## src/rtl/mips_defs.sv

```systemverilog
// Shared MIPS encoding constants used by the issue buffer and the control unit.
package mips_defs;

  // Primary opcodes (inst[31:26])
  localparam logic [5:0] OP_RTYPE = 6'h00;
  localparam logic [5:0] OP_J     = 6'h02;
  localparam logic [5:0] OP_JAL   = 6'h03;
  localparam logic [5:0] OP_BEQ   = 6'h04;
  localparam logic [5:0] OP_BNE   = 6'h05;
  localparam logic [5:0] OP_ADDI  = 6'h08;
  localparam logic [5:0] OP_ORI   = 6'h0d;
  localparam logic [5:0] OP_LW    = 6'h23;
  localparam logic [5:0] OP_SW    = 6'h2b;

  // R-type function codes (inst[5:0])
  localparam logic [5:0] FUNCT_JR  = 6'h08;
  localparam logic [5:0] FUNCT_ADD = 6'h20;
  localparam logic [5:0] FUNCT_SUB = 6'h22;
  localparam logic [5:0] FUNCT_AND = 6'h24;

  // Link register written by jal
  localparam logic [4:0] REG_RA = 5'd31;

endpackage

```

## src/rtl/dual_issue_buffer_if.sv

```systemverilog
// Fetch-side push port plus the two issue slots of the dual-issue buffer.
interface dual_issue_buffer_if #(
  parameter int PC_W = 32
);
  logic            in_valid1;
  logic            in_valid2;
  logic [31:0]     in_inst1;
  logic [31:0]     in_inst2;
  logic [PC_W-1:0] in_pc1;
  logic [PC_W-1:0] in_pc2;
  logic            in_ready;
  logic            stall;
  logic            flush;
  logic            out_valid1;
  logic            out_valid2;
  logic [31:0]     out_inst1;
  logic [31:0]     out_inst2;
  logic [PC_W-1:0] out_pc1;
  logic [PC_W-1:0] out_pc2;

  // Buffer side
  modport slave (
    input  in_valid1, in_valid2, in_inst1, in_inst2, in_pc1, in_pc2,
    input  stall, flush,
    output in_ready,
    output out_valid1, out_valid2, out_inst1, out_inst2, out_pc1, out_pc2
  );

  // Fetch / control-unit side
  modport master (
    output in_valid1, in_valid2, in_inst1, in_inst2, in_pc1, in_pc2,
    output stall, flush,
    input  in_ready,
    input  out_valid1, out_valid2, out_inst1, out_inst2, out_pc1, out_pc2
  );
endinterface

```

## src/rtl/pair_hazard_check.sv

```systemverilog
// Decides whether two adjacent instructions may issue in the same cycle.
// inst1 is the older one (slot 1); inst2 would go to slot 2.
module pair_hazard_check
  import mips_defs::*;
(
  input  logic [31:0] inst1,
  input  logic [31:0] inst2,
  output logic        can_pair
);

  // Architectural destination, 0 when the instruction writes no register.
  function automatic logic [4:0] dest_of(input logic [31:0] ins);
    logic [4:0] d;
    d = 5'd0;
    case (ins[31:26])
      OP_RTYPE:              d = (ins[5:0] == FUNCT_JR) ? 5'd0 : ins[15:11];
      OP_ADDI, OP_ORI, OP_LW: d = ins[20:16];
      OP_JAL:                d = REG_RA;
      default:               d = 5'd0;
    endcase
    return d;
  endfunction

  function automatic logic reads_rs(input logic [31:0] ins);
    return (ins[31:26] != OP_J) && (ins[31:26] != OP_JAL);
  endfunction

  function automatic logic reads_rt(input logic [31:0] ins);
    return (ins[31:26] == OP_RTYPE) || (ins[31:26] == OP_SW) ||
           (ins[31:26] == OP_BEQ)   || (ins[31:26] == OP_BNE);
  endfunction

  function automatic logic is_ctrl(input logic [31:0] ins);
    return (ins[31:26] == OP_BEQ) || (ins[31:26] == OP_BNE) ||
           (ins[31:26] == OP_J)   || (ins[31:26] == OP_JAL) ||
           ((ins[31:26] == OP_RTYPE) && (ins[5:0] == FUNCT_JR));
  endfunction

  function automatic logic is_mem(input logic [31:0] ins);
    return (ins[31:26] == OP_LW) || (ins[31:26] == OP_SW);
  endfunction

  logic [4:0] dst1;
  logic [4:0] dst2;
  logic       raw;
  logic       waw;
  logic       both_mem;

  assign dst1     = dest_of(inst1);
  assign dst2     = dest_of(inst2);
  assign raw      = (dst1 != 5'd0) &&
                    ((reads_rs(inst2) && (inst2[25:21] == dst1)) ||
                     (reads_rt(inst2) && (inst2[20:16] == dst1)));
  assign waw      = (dst1 != 5'd0) && (dst1 == dst2);
  assign both_mem = is_mem(inst1) && is_mem(inst2);
  assign can_pair = !(is_ctrl(inst1) || both_mem || raw || waw);

endmodule

```

## src/rtl/dual_issue_buffer.sv

```systemverilog
// Instruction queue between fetch and the dual-issue control unit. Accepts up
// to two instructions per cycle and issues the oldest one or two into
// registered slots, pairing only when the hazard check allows it.
module dual_issue_buffer #(
  parameter int DEPTH = 8,
  parameter int PC_W  = 32
) (
  input logic               clk,
  input logic               rst,
  dual_issue_buffer_if.slave bus
);

  localparam int            AW        = $clog2(DEPTH);
  localparam int            CW        = AW + 1;
  localparam logic [CW-1:0] READY_MAX = CW'(DEPTH - 2);

  logic [31:0]     inst_mem [DEPTH];
  logic [PC_W-1:0] pc_mem   [DEPTH];

  logic [AW-1:0]   head_q, head_d, tail_q, tail_d;
  logic [CW-1:0]   count_q, count_d;
  logic            ov1_q, ov1_d, ov2_q, ov2_d;
  logic [31:0]     oi1_q, oi1_d, oi2_q, oi2_d;
  logic [PC_W-1:0] op1_q, op1_d, op2_q, op2_d;

  logic [AW-1:0]   head_p1, tail_p1;
  logic            push1, push2, take1, take2, can_pair;
  logic [1:0]      n_push, n_pop;

  assign head_p1 = head_q + AW'(1);
  assign tail_p1 = tail_q + AW'(1);

  // Ready looks only at the registered count, never at this cycle's pop.
  assign bus.in_ready = (count_q <= READY_MAX);

  assign push1 = bus.in_ready && bus.in_valid1 && !bus.flush;
  assign push2 = push1 && bus.in_valid2;
  assign take1 = !bus.stall && !bus.flush && (count_q != '0);
  assign take2 = take1 && (count_q >= CW'(2)) && can_pair;

  assign n_push = {1'b0, push1} + {1'b0, push2};
  assign n_pop  = {1'b0, take1} + {1'b0, take2};

  // Entry at head+1 may be stale when count < 2; take2 masks that case.
  pair_hazard_check u_pair (
    .inst1    (inst_mem[head_q]),
    .inst2    (inst_mem[head_p1]),
    .can_pair (can_pair)
  );

  // Queue storage: up to two writes per cycle at tail and tail+1.
  always_ff @(posedge clk) begin
    if (push1) begin
      inst_mem[tail_q] <= bus.in_inst1;
      pc_mem[tail_q]   <= bus.in_pc1;
    end
    if (push2) begin
      inst_mem[tail_p1] <= bus.in_inst2;
      pc_mem[tail_p1]   <= bus.in_pc2;
    end
  end

  // Next-state: flush clears all, stall freezes slots and head, pushes continue.
  always_comb begin
    head_d  = head_q;
    tail_d  = tail_q;
    count_d = count_q;
    ov1_d   = ov1_q;
    ov2_d   = ov2_q;
    oi1_d   = oi1_q;
    oi2_d   = oi2_q;
    op1_d   = op1_q;
    op2_d   = op2_q;
    if (bus.flush) begin
      head_d  = '0;
      tail_d  = '0;
      count_d = '0;
      ov1_d   = 1'b0;
      ov2_d   = 1'b0;
      oi1_d   = '0;
      oi2_d   = '0;
      op1_d   = '0;
      op2_d   = '0;
    end else begin
      count_d = count_q + CW'(n_push) - CW'(n_pop);
      tail_d  = tail_q + AW'(n_push);
      head_d  = head_q + AW'(n_pop);
      if (!bus.stall) begin
        ov1_d = take1;
        oi1_d = take1 ? inst_mem[head_q] : '0;
        op1_d = take1 ? pc_mem[head_q] : '0;
        ov2_d = take2;
        oi2_d = take2 ? inst_mem[head_p1] : '0;
        op2_d = take2 ? pc_mem[head_p1] : '0;
      end
    end
  end

  // State registers with asynchronous active-low reset.
  always_ff @(posedge clk or negedge rst) begin
    if (!rst) begin
      head_q  <= '0;
      tail_q  <= '0;
      count_q <= '0;
      ov1_q   <= 1'b0;
      ov2_q   <= 1'b0;
      oi1_q   <= '0;
      oi2_q   <= '0;
      op1_q   <= '0;
      op2_q   <= '0;
    end else begin
      head_q  <= head_d;
      tail_q  <= tail_d;
      count_q <= count_d;
      ov1_q   <= ov1_d;
      ov2_q   <= ov2_d;
      oi1_q   <= oi1_d;
      oi2_q   <= oi2_d;
      op1_q   <= op1_d;
      op2_q   <= op2_d;
    end
  end

  assign bus.out_valid1 = ov1_q;
  assign bus.out_valid2 = ov2_q;
  assign bus.out_inst1  = oi1_q;
  assign bus.out_inst2  = oi2_q;
  assign bus.out_pc1    = op1_q;
  assign bus.out_pc2    = op2_q;

endmodule

```

## src/flat_wrapper.sv

```systemverilog
// flat-port wrapper written by rule: the top's interface ports become plain ports
module dual_issue_buffer_flat 
#(
  parameter int DEPTH = 8,
  parameter int PC_W  = 32
)
  (clk, rst, bus_in_valid1, bus_in_valid2, bus_in_inst1, bus_in_inst2, bus_in_pc1, bus_in_pc2, bus_stall, bus_flush, bus_in_ready, bus_out_valid1, bus_out_valid2, bus_out_inst1, bus_out_inst2, bus_out_pc1, bus_out_pc2);
  dual_issue_buffer_if #(.PC_W(PC_W)) bus_i ();
  input logic clk;
  input logic rst;
  input wire logic [$bits(bus_i.in_valid1)-1:0] bus_in_valid1;
  input wire logic [$bits(bus_i.in_valid2)-1:0] bus_in_valid2;
  input wire logic [$bits(bus_i.in_inst1)-1:0] bus_in_inst1;
  input wire logic [$bits(bus_i.in_inst2)-1:0] bus_in_inst2;
  input wire logic [$bits(bus_i.in_pc1)-1:0] bus_in_pc1;
  input wire logic [$bits(bus_i.in_pc2)-1:0] bus_in_pc2;
  input wire logic [$bits(bus_i.stall)-1:0] bus_stall;
  input wire logic [$bits(bus_i.flush)-1:0] bus_flush;
  output wire logic [$bits(bus_i.in_ready)-1:0] bus_in_ready;
  output wire logic [$bits(bus_i.out_valid1)-1:0] bus_out_valid1;
  output wire logic [$bits(bus_i.out_valid2)-1:0] bus_out_valid2;
  output wire logic [$bits(bus_i.out_inst1)-1:0] bus_out_inst1;
  output wire logic [$bits(bus_i.out_inst2)-1:0] bus_out_inst2;
  output wire logic [$bits(bus_i.out_pc1)-1:0] bus_out_pc1;
  output wire logic [$bits(bus_i.out_pc2)-1:0] bus_out_pc2;
  assign bus_i.in_valid1 = bus_in_valid1;
  assign bus_i.in_valid2 = bus_in_valid2;
  assign bus_i.in_inst1 = bus_in_inst1;
  assign bus_i.in_inst2 = bus_in_inst2;
  assign bus_i.in_pc1 = bus_in_pc1;
  assign bus_i.in_pc2 = bus_in_pc2;
  assign bus_i.stall = bus_stall;
  assign bus_i.flush = bus_flush;
  assign bus_in_ready = bus_i.in_ready;
  assign bus_out_valid1 = bus_i.out_valid1;
  assign bus_out_valid2 = bus_i.out_valid2;
  assign bus_out_inst1 = bus_i.out_inst1;
  assign bus_out_inst2 = bus_i.out_inst2;
  assign bus_out_pc1 = bus_i.out_pc1;
  assign bus_out_pc2 = bus_i.out_pc2;
  dual_issue_buffer #(.DEPTH(DEPTH), .PC_W(PC_W)) u_core (.clk(clk), .rst(rst), .bus(bus_i));
endmodule
```

## config.mk

```make
export PLATFORM = sky130hd
export DESIGN_NAME = dual_issue_buffer_flat
export DESIGN_NICKNAME = d
export VERILOG_FILES = /design/src/rtl/mips_defs.sv /design/src/rtl/dual_issue_buffer_if.sv /design/src/rtl/pair_hazard_check.sv /design/src/rtl/dual_issue_buffer.sv /design/src/flat_wrapper.sv
export SDC_FILE = /design/constraint.sdc
export NUM_CORES = 1
export LEC_CHECK = 0
export CAP_MARGIN = 20
export CORE_MARGIN = 2
export CORE_UTILIZATION = 60
export CTS_CLUSTER_SIZE = 20
export DETAILED_ROUTE_END_ITERATION = 12
export HOLD_SLACK_MARGIN = 0.08
export PLACE_DENSITY = 0.8
export SETUP_SLACK_MARGIN = 0.5
export SYNTH_ARGS = -nofsm -noshare
export SYNTH_HDL_FRONTEND = slang
export SYNTH_SLANG_ARGS = --single-unit
```

## constraint.sdc

```tcl
create_clock -name clk -period 7.4 [get_ports clk]
set_clock_uncertainty 0.15 [all_clocks]
set_input_delay 2.22 -clock clk [delete_from_list [all_inputs] [get_ports clk]]
set_output_delay 2.22 -clock clk [all_outputs]
set_load 0.005 [all_outputs]
```

==> flow_summary_export.csv <==
group,metric,value,unit
yosys,synthesis.nets,2511,
routing,drtAntennaViolNets,0,
yosys,yosys.area_share.xor_xnor,0.00603,
die,initial_core_util,0.610,
routing,wl_per_cell,30.8,um
die,core,59200,sq um
die,die_area,62200,sq um
yosys,synth_top_family_by_area,"multiplexers",
sta,drv_slew,0,
place,numPortBuffers,264,
yosys,async_reset_ff_frac,0.215,
setup_path,cp-start-kind,"register",
cts,root_buffer,"clkbuf_16",
die,die_w,249,um
power_and_ir_drop,vdd.ir_drop.worst,0.365,mV
routing,drc,0,
setup_path,crit_arrival,6740,ps
routing,finalWirelength,105,mm
cts,clock_sinks,652,
yosys,synthSimpleGateAreaFrac,0.0482,
yosys,synth.avg_cell_area,15.3,sq um
power_and_ir_drop,p_int,8440,uW
grt,grt_pass1_wl,156,mm
setup_path,critPathMaxFanout,105,
yosys,synth_top_area_cell,"edfxtp_1",
flow_run,max-cap-violations,0,
final_layout,drive_above_1_share,0.365,
power_and_ir_drop,combPwrFrac,0.371,
yosys,ys_seq_elements,652,
sta,slew_headroom,0.251,
yosys,synthMuxAreaShare,0.347,
sta,hold_violations,0,
power_and_ir_drop,netSwitchingPower,4360,uW
yosys,synthTopCellsByCount,"531 x mux2_2, 512 x edfxtp_1, 235 x mux4_2",
hold_path,hold_path_class,"register to register",
cts,ctsHoldBuffers,0,
routing,drtIter0Drc,2798,
cts,cts_made_buffers,71,
sta,tightest_slew,1120,ps
grt,grt_pass1_vias,24700,
cts,cts_tree,"built",
yosys,ys.flop_type,"edfxtp_1",
yosys,synth_warnings,0,
routing,dr_total_vias,23800,
power_and_ir_drop,switching_share,0.341,
cts,ctsHtreeMaxLevel,3,
cts,ctsResizeCount,0,
yosys,synth-compound-area-share,0.0440,
final_layout,nets,2709,
setup_path,endpoint_kind,"register",
sta,fin_crit,6400,ps
cts,clk_pin_slew,60,ps
die,dieHeight,249,um
cts,clk_latency,620,ps
yosys,syn_inst,2362,
power_and_ir_drop,p_leak,0.0139,uW
yosys,synth-edff-count,512,
sta,fin_crit_sh,0.865,
yosys,yosysUniqueCellTypes,69,
final_layout,area_delta_synth_final,16.0,%
grt,grt_usage,0.337,
yosys,yosysSeqAreaShare,0.523,
yosys,yosysMostFrequentCell,"mux2_2",
cts,postCtsSetupBuffers,0,
final_layout,fill_cells,3852,
yosys,syn_area,36100,sq um
place,gp_congestion,0.876,
routing,vias_per_cell,7.01,
grt,grt_max_degree,106,
setup_path,critPathRequiredTime,7740,ps
sta,holdWs,325,ps
run_status,status,"finished clean",
power_and_ir_drop,power.share.clock,0.275,
yosys,synth-adder-area-share,0.00603,
grt,antenna_found_initial,12,
setup_path,path_class,"register to register",
routing,drt_pre_antenna_iters,7,
cts,cts.path.max_buffers,3,
die,rows,89,
sta,rsz0062_at_grt,"no",
place,dpl.hpwl,60.3,mm
sta,setup_viol,0,
power_and_ir_drop,pwr-share-seq,0.355,
sta,max_freq,0.156,GHz
power_and_ir_drop,powerDensity,305,nW/um^2
yosys,synth_top_area_frac,0.426,
yosys,yosys-top-cells-area,"edfxtp_1 43%, mux2_2 17%, mux4_2 15%",
grt,overflow,0,
die,design.portCount,265,
final_layout,fin_util,0.708,
## cells in the final DEF (no fill, tap or decap), types with 17 or more instances in the layout
cell	count
a22oi_1	20
a31oi_1	29
buf_4	38
clkbuf_1	23
clkbuf_16	76
clkdlybuf4s50_1	263
dfrtp_1	137
edfxtp_1	512
mux2_2	531
mux2i_1	120
mux4_2	235
nand2_1	161
nand2b_1	17
nand3b_1	17
nor3_1	19
nor3b_1	33
o21a_1	28
o21ai_0	83
## cell families after synthesis
family / count (synthesis)
buf+inv: 203
compound gates: 246
simple gates: 333
flops: 652
mux: 889
xor+xnor: 24
fa+ha+maj: 15
## worst max-delay path, stage by stage (launching register included)
cell	delay [ps]
dfrtp_4	760
buf_12	660
mux4_1	430
mux2_2	330
or4b_1	700
a2111o_1	390
and4bb_4	230
xnor2_1	150
o21ai_0	140
o22a_1	250
o31ai_4	80
a21oi_1	140
ha_1	260
fa_1	490
inv_1	60
ha_1	270
a21o_1	150
a21oi_1	180
xnor2_1	140
nor2_1	50
## registers in the layout, summed over array words and instances, names as in the netlist
register,flops
u_core.bus.out_inst1,32
u_core.tail_q,3
u_core.head_q,3
u_core.count_q,4
u_core.inst_mem,256
u_core.bus.out_valid1,1
u_core.bus.out_pc1,32
u_core.bus.out_pc2,32
u_core.bus.out_inst2,32
u_core.bus.out_valid2,1
u_core.pc_mem,256
## layout make-up
type,instances,area (sq um),share of cell area
Sequential cell,652,18900,0.451
Multi-Input combinational cell,1507,16600,0.395
Timing Repair Buffer,312,3130,0.0747
Clock buffer,111,2150,0.0514
Tap cell,773,967,0.0231
Clock inverter,21,140,0.00334
Inverter,16,60.1,0.00143
Antenna cell,8,20.0,0.000478
## final timing paths
| kind | startpoint | end | slack (ps) | depth (start not counted) |
|---|---|---|---|---|
| worst max-delay path | u_core.head_q[1]$_DFF_PN0_ | u_core.count_q[3]$_DFF_PN0_ | 1000 | 19 |
| worst min-delay path | u_core.bus.out_pc1[6]$_DFFE_PN0P_ | u_core.bus.out_pc1[6]$_DFFE_PN0P_ | 330 | 2 |
| worst max register to register | u_core.head_q[1]$_DFF_PN0_ | u_core.count_q[3]$_DFF_PN0_ | 1000 | 19 |
| worst min register to register | u_core.bus.out_pc1[6]$_DFFE_PN0P_ | u_core.bus.out_pc1[6]$_DFFE_PN0P_ | 330 | 2 |
| max in group asynchronous | rst | u_core.head_q[1]$_DFF_PN0_ | 4010 | 2 |
| min in group asynchronous | rst | u_core.bus.out_inst1[23]$_DFFE_PN0P_ | 1590 | 1 |
## through the flow
step                      total power, uW  setup WS, ps  std cells  setup TNS (ps)  cell area (sq um)
after CTS                           12800          1110       3391               0              41900
final                               12800          1000       3400               0              41900
after global routing                13200           742       3399               0              41900
after floorplan                      7720          -418       2362          -79600              36100
after global placement               9160          1170       3259               0              39600
after detailed placement             9270          1110       3259               0              39600
## per-layer routing
layer,global-route usage,part of all wire
met4,0.136,0.037
met5,0,0.00064
met3,0.0670,0.10
met1,0.450,0.38
met2,0.548,0.48
## power by group through the flow
stage / sequential (uW) / clock, uW / combinational (uW)
final: 4540 / 3510 / 4750
after global routing: 4560 / 3680 / 5010
after CTS: 4530 / 3540 / 4700
after detailed placement: 4600 / 0 / 4670
after global placement: 4580 / 0 / 4580
after floorplan: 4510 / 0 / 3210
Note: power is estimated with default switching activity, not from simulation.
